$ cat src/rtl/halt_dump_controller_pkg.sv
// Shared definitions for the halt/dump sequencer.
//   state_t        : sequencer states (RUN -> DRAIN -> DUMP -> DONE)
//   *_DEFAULT      : default halt word and bus widths
//   owns_mem_port  : true in the states where the sequencer drives the RAM port
package halt_dump_controller_pkg;

    typedef enum logic [1:0] {
        ST_RUN   = 2'd0,
        ST_DRAIN = 2'd1,
        ST_DUMP  = 2'd2,
        ST_DONE  = 2'd3
    } state_t;

    localparam logic [31:0] HALT_WORD_DEFAULT = 32'hFFFF_FFFF;
    localparam int          DATA_W_DEFAULT    = 32;
    localparam int          ADDR_W_DEFAULT    = 9;

    // Once the dump starts, the CPU never gets the memory port back until reset.
    function automatic logic owns_mem_port(input state_t s);
        return (s == ST_DUMP) || (s == ST_DONE);
    endfunction

endpackage

$ cat src/rtl/halt_dump_controller_mem_port_mux.sv
// Data-RAM port multiplexer.
//   i_sel        : 1 = sequencer owns the port, 0 = CPU owns it
//   i_cpu_*      : CPU write enable / address / write data
//   i_dump_addr  : sequencer read address
//   o_mem_*      : muxed write enable / address / write data to the RAM
// When the sequencer owns the port the write enable is forced low so a
// frozen CPU store can never corrupt the memory being dumped.
module mem_port_mux #(
    parameter int ADDR_W = 9,
    parameter int DATA_W = 32
) (
    input  logic              i_sel,
    input  logic              i_cpu_we,
    input  logic [ADDR_W-1:0] i_cpu_addr,
    input  logic [DATA_W-1:0] i_cpu_wdata,
    input  logic [ADDR_W-1:0] i_dump_addr,
    output logic              o_mem_we,
    output logic [ADDR_W-1:0] o_mem_addr,
    output logic [DATA_W-1:0] o_mem_wdata
);

    always_comb begin
        if (i_sel) begin
            o_mem_we    = 1'b0;
            o_mem_addr  = i_dump_addr;
            o_mem_wdata = '0;
        end else begin
            o_mem_we    = i_cpu_we;
            o_mem_addr  = i_cpu_addr;
            o_mem_wdata = i_cpu_wdata;
        end
    end

endmodule

$ cat src/rtl/halt_dump_controller.sv
// Run/halt sequencer: detects the halt instruction in IF/ID, lets the
// pipeline drain, freezes the CPU, then streams the whole data RAM out of
// the dump port and reports how many cycles the program took.
// Ports:
//   CLOCK, RESET                 : clock, asynchronous active-high reset
//   instr_id                     : instruction latched in IF/ID
//   cpu_mem_we/addr/wdata        : CPU data-memory request (MEM stage)
//   mem_we/addr/wdata, mem_rdata : data-RAM port (rdata is same-cycle)
//   cpu_stall                    : freezes PC and pipeline registers
//   dump_valid/ready/addr/data   : dump stream
//   cycle_count                  : executed cycles, saturating
//   done                         : dump finished, sticky until reset
//   dbg_state                    : current sequencer state
// Dump handshake: a word transfers on a rising edge where dump_valid and
// dump_ready are both 1; while dump_valid=1 and dump_ready=0, dump_addr and
// dump_data stay unchanged.
module halt_dump_controller
    import halt_dump_controller_pkg::*;
#(
    parameter logic [31:0] HALT_WORD    = HALT_WORD_DEFAULT,
    parameter int          DRAIN_CYCLES = 2,
    parameter int          MEM_WORDS    = 512,
    parameter int          ADDR_W       = ADDR_W_DEFAULT,
    parameter int          DATA_W       = DATA_W_DEFAULT
) (
    input  logic              CLOCK,
    input  logic              RESET,
    input  logic [31:0]       instr_id,
    input  logic              cpu_mem_we,
    input  logic [ADDR_W-1:0] cpu_mem_addr,
    input  logic [DATA_W-1:0] cpu_mem_wdata,
    output logic              mem_we,
    output logic [ADDR_W-1:0] mem_addr,
    output logic [DATA_W-1:0] mem_wdata,
    input  logic [DATA_W-1:0] mem_rdata,
    output logic              cpu_stall,
    output logic              dump_valid,
    input  logic              dump_ready,
    output logic [ADDR_W-1:0] dump_addr,
    output logic [DATA_W-1:0] dump_data,
    output logic [31:0]       cycle_count,
    output logic              done,
    output state_t            dbg_state
);

    localparam logic [ADDR_W-1:0] LAST_ADDR  = ADDR_W'(MEM_WORDS - 1);
    // Unused when DRAIN_CYCLES==0 because DRAIN is then never entered.
    localparam logic [31:0]       DRAIN_LAST = (DRAIN_CYCLES == 0) ? 32'd0 : 32'(DRAIN_CYCLES - 1);

    state_t            r_state;
    state_t            w_next_state;
    logic [31:0]       r_drain_cnt;
    logic [ADDR_W-1:0] r_dump_ptr;
    logic [31:0]       r_cycle_count;

    logic w_halt;
    logic w_handshake;
    logic w_last_word;
    logic w_drain_done;
    logic w_sel;

    assign w_halt       = (instr_id == HALT_WORD);
    assign w_handshake  = (r_state == ST_DUMP) && dump_ready;
    assign w_last_word  = (r_dump_ptr == LAST_ADDR);
    assign w_drain_done = (r_drain_cnt == DRAIN_LAST);

    // State register
    always_ff @(posedge CLOCK or posedge RESET) begin
        if (RESET) begin
            r_state <= ST_RUN;
        end else begin
            r_state <= w_next_state;
        end
    end

    // Next-state logic; halt words outside RUN are simply not looked at.
    always_comb begin
        w_next_state = r_state;
        case (r_state)
            ST_RUN: begin
                if (w_halt) begin
                    w_next_state = (DRAIN_CYCLES == 0) ? ST_DUMP : ST_DRAIN;
                end
            end
            ST_DRAIN: begin
                if (w_drain_done) begin
                    w_next_state = ST_DUMP;
                end
            end
            ST_DUMP: begin
                if (w_handshake && w_last_word) begin
                    w_next_state = ST_DONE;
                end
            end
            ST_DONE: begin
                w_next_state = ST_DONE;
            end
            default: begin
                w_next_state = ST_RUN;
            end
        endcase
    end

    // Output decode, purely from registered state (dump_data follows the RAM).
    always_comb begin
        w_sel      = owns_mem_port(r_state);
        cpu_stall  = w_sel;
        dump_valid = (r_state == ST_DUMP);
        done       = (r_state == ST_DONE);
        dump_addr  = r_dump_ptr;
        dump_data  = (r_state == ST_DUMP) ? mem_rdata : '0;
    end

    // Drain counter: counts edges spent in DRAIN.
    always_ff @(posedge CLOCK or posedge RESET) begin
        if (RESET) begin
            r_drain_cnt <= '0;
        end else if (r_state == ST_DRAIN) begin
            r_drain_cnt <= r_drain_cnt + 32'd1;
        end
    end

    // Dump pointer: the last handshake does not advance it, so it never wraps.
    always_ff @(posedge CLOCK or posedge RESET) begin
        if (RESET) begin
            r_dump_ptr <= '0;
        end else if (w_handshake && !w_last_word) begin
            r_dump_ptr <= r_dump_ptr + 1'b1;
        end
    end

    // Cycle counter: runs through RUN and DRAIN (including the transition
    // edges), frozen afterwards, saturating at all-ones.
    always_ff @(posedge CLOCK or posedge RESET) begin
        if (RESET) begin
            r_cycle_count <= '0;
        end else if (((r_state == ST_RUN) || (r_state == ST_DRAIN)) && (r_cycle_count != 32'hFFFF_FFFF)) begin
            r_cycle_count <= r_cycle_count + 32'd1;
        end
    end

    assign cycle_count = r_cycle_count;
    assign dbg_state   = r_state;

    mem_port_mux #(
        .ADDR_W (ADDR_W),
        .DATA_W (DATA_W)
    ) u_mem_port_mux (
        .i_sel       (w_sel),
        .i_cpu_we    (cpu_mem_we),
        .i_cpu_addr  (cpu_mem_addr),
        .i_cpu_wdata (cpu_mem_wdata),
        .i_dump_addr (r_dump_ptr),
        .o_mem_we    (mem_we),
        .o_mem_addr  (mem_addr),
        .o_mem_wdata (mem_wdata)
    );

endmodule

$ cat config.mk
export PLATFORM = sky130hd
export DESIGN_NAME = halt_dump_controller
export DESIGN_NICKNAME = d
export VERILOG_FILES = /design/src/rtl/halt_dump_controller_pkg.sv /design/src/rtl/halt_dump_controller_mem_port_mux.sv /design/src/rtl/halt_dump_controller.sv
export SDC_FILE = /design/constraint.sdc
export NUM_CORES = 1
export LEC_CHECK = 0
export ABC_AREA = 1
export BUFFER_PORTS_ARGS = -buffer_cell sky130_fd_sc_hd__buf_4
export CORE_UTILIZATION = 44
export CTS_CLUSTER_DIAMETER = 50
export DETAILED_ROUTE_END_ITERATION = 7
export PLACE_DENSITY = 0.78
export SLEW_MARGIN = 25
export SYNTH_ARGS = -nofsm -noshare
export SYNTH_HDL_FRONTEND = slang
export SYNTH_SLANG_ARGS = --single-unit
$ cat constraint.sdc
create_clock -name CLOCK -period 2.3 [get_ports CLOCK]
set_input_delay 0.23 -clock CLOCK [delete_from_list [all_inputs] [get_ports CLOCK]]
set_output_delay 0.23 -clock CLOCK [all_outputs]
set_load 0.05 [all_outputs]
==> flow_summary.toml <==
[hold_path]
min_from = "dump_ready"
hold_path.class = "input pin to flip-flop"

[yosys]
synthesis.area_um2 = 5279
synthXorXnorAreaFrac = 0.06803
synth_simple_gate_area_frac = 0.4354
netlist_instances = 853
ys.warnings.count = 0
synth_compound_gate_area_share = 0.01707
yosys_register_bits = 75
ys_seq_area_frac = 0.3555
syn_area_per_cell_um2 = 6.189
synth_cell_type_count = 25
synth_fa_ha_area_frac = 0.01185
syn_nets = 967
synth_mux_area_frac = 0
synth_top_family_by_area = "simple AND/OR/NAND/NOR gates"

[global_route]
grt_max_degree = 76
antenna_found_initial = 0
first_global_vias = 5666
grt_overflow = 0
track_usage = 0.2826
grt_pass1_wl_um = 27460

[cts]
cts-root-buf = "clkbuf_16"
clkLatencyLatePin_ns = 0.34
cts_buffers = 9
clk_path_buf_depth = 2
clk_pin_slew_worst_paths_ns = 0.06
htreeDepth = 3
cts_sinks = 75
tritoncts = "built"
cts_repair_resize_count = 0

[routing]
vias_per_cell = 4.850
wl_per_cell_um = 14.01
post-route-drc-count = 5
routed_wl_um = 17270
ant_nets = 0
vias = 5980
dr.pass1.iters = 7
drt_iter0_markers = 411

[power_and_ir_drop]
p_total_w = 0.004679
leakagePower_nw = 4.137
vdd_drop_max_mv = 0.9235
p_per_area_nw_per_um2 = 618.9

[floorplan]
row_count = 39
num_io_pins = 229
core_um2 = 11560
die_height_um = 111.5
die_area_um2 = 12440
die_x_um = 111.5
initial_core_util = 0.4565

[worst_setup_path]
worstPathRequired_ns = 2.07
endpoint_kind = "output pin"
cp_cell_sequence = "buf_4, nand2_1, buf_4, nor2_1, buf_4"
critPathBufInv = 3
slowest_stage = "dfrtp_1"
crit_family = "buffers and inverters"
slowest_delay_ns = 0.35
cp-start-kind = "flip-flop"
worst-path-max-fanout = 39
r2r-start = "cycle_count[0]"
startpoint = "dbg_state[1]"
cpMostUsedCell = "buf_4"
critical_path_class = "flip-flop to output pin"
rrSetupSlack_ns = 0.23
cp_data_arrival_time_ns = 1.92

[job]
maxCapViolations = 0

[timing]
rsz0062_at_grt = "false"
finalCritPeriodShare = 0.9362
finalHoldViolCount = 0
tns_ns = 0
setup_viol = 0
tightest_slew_ns = 0.4234
drv_slew = 0
max_freq_mhz = 464.4
slew_headroom = 0.7177
period_needed_ns = 2.153
skew_ns = 0.006367
whs_ns = 0.3334

[placement]
port_buffers = 228
routabilityCongestion = 0.9077
hpwl_um = 13500
dp.cells = 1216

[cells_and_area]
syn_to_final_growth_pct = 43.21
drive_gt1_frac = 0.2459
layout.nets = 1199
n_antenna_cell = 0
stdcell_count = 1233

[run_status]
status = "complete, but fails checks"
violations = "DRC"
logic make-up after synthesis:
group / after synthesis
AO/OA/AOI/OAI: 18
buffers and inverters: 150
AND/OR/NAND/NOR: 564
flip-flops: 75
adder cells (fa/ha/maj): 5
XOR/XNOR: 41
Yosys cell counts (all sizes together):
cell type	number	area share
and3	1	0.0012
buf	5	0.0085
clkbuf	10	0.0071
dfrtp	75	0.36
ha	5	0.012
inv	135	0.096
nand2	316	0.23
nand3	40	0.038
nand4	16	0.019
nor2	186	0.14
nor3	4	0.0081
nor4	1	0.0012
o21ai	18	0.017
xnor2	12	0.020
xor2	29	0.048
through the flow:
stage               area [um^2]  utilization  worst slack [ns]
detailed placement         7152       0.6184            0.2809
finish                     7560       0.6537            0.1466
global placement           7152       0.6184            0.3565
global route               7560       0.6537           0.01701
floorplan                  5279            -           -0.2278
CTS                        7560       0.6537            0.1434
timing repair:
| action | CTS | global route |
|---|---|---|
| hold buffers | 1 | 0 |
| setup buffers | 0 | 0 |
| endpoints found under the hold margin | 8 | 0 |
flip-flops by register name (all words and copies together), names as in the netlist:
signal and cells:
r_drain_cnt 32, dump_addr 9, dbg_state 2, cycle_count 32
layer usage:
| layer | wire, um | vias to the layer above | global-route usage |
|---|---|---|---|
| met3 | 1078 | 43 | 0.06042 |
| met1 | 7128 | 2707 | 0.3322 |
| li1 | - | 3000 | - |
| met2 | 8404 | 230 | 0.4938 |
| met5 | 0 | - | 0 |
| met4 | 659 | 0 | 0.1297 |
cell type report:
type | count | area [um^2]
fillers | 1052 | 4005
multi-input cells | 628 | 2810
flip-flops and latches | 75 | 1877
repair buffers | 236 | 1787
inverters | 135 | 509.2
clock buffers | 10 | 239.0
well taps | 143 | 178.9
clock inverters | 6 | 158.9
report_power, final:
part           leakage [nW]  total [W]  switching (W)  internal [W]
Combinational          2.93    0.00130       0.000873      0.000423
Sequential             1.02    0.00149      0.0000978       0.00139
Clock                 0.193    0.00190       0.000584       0.00131
path summary, 6_finish.rpt:
check,cells after the start,endpoint
min reg2reg,2,r_drain_cnt[28]
min in group asynchronous,4,dump_addr[7]
max,5,dump_data[20]
max reg2reg,10,cycle_count[14]
max in group asynchronous,4,cycle_count[0]
min,5,dbg_state[0]
worst register-to-register path, delay by kind of cell (launching register included):
| kind | cells | cell delay [ns] |
|---|---|---|
| DFF | 1 | 0.45 |
| and+or+nand+nor | 8 | 1.05 |
| buffers and inverters | 1 | 0.20 |
| adders and majority gates | 1 | 0.27 |
cell usage in the layout, fill, tap and decap left out, types with 2 or more instances in the layout:
cell type,n
nand2_1,310
nor3_1,2
nor2_2,4
bufinv_16,5
clkbuf_16,9
nor2_1,180
xor2_1,29
nor3_4,2
xnor2_1,12
ha_1,5
inv_1,132
buf_4,234
o21ai_0,17
nand2_4,2
nand2_2,4
nand3_1,40
dfrtp_1,75
nand4_1,16
inv_2,2
(Power assumes the default switching activity.)
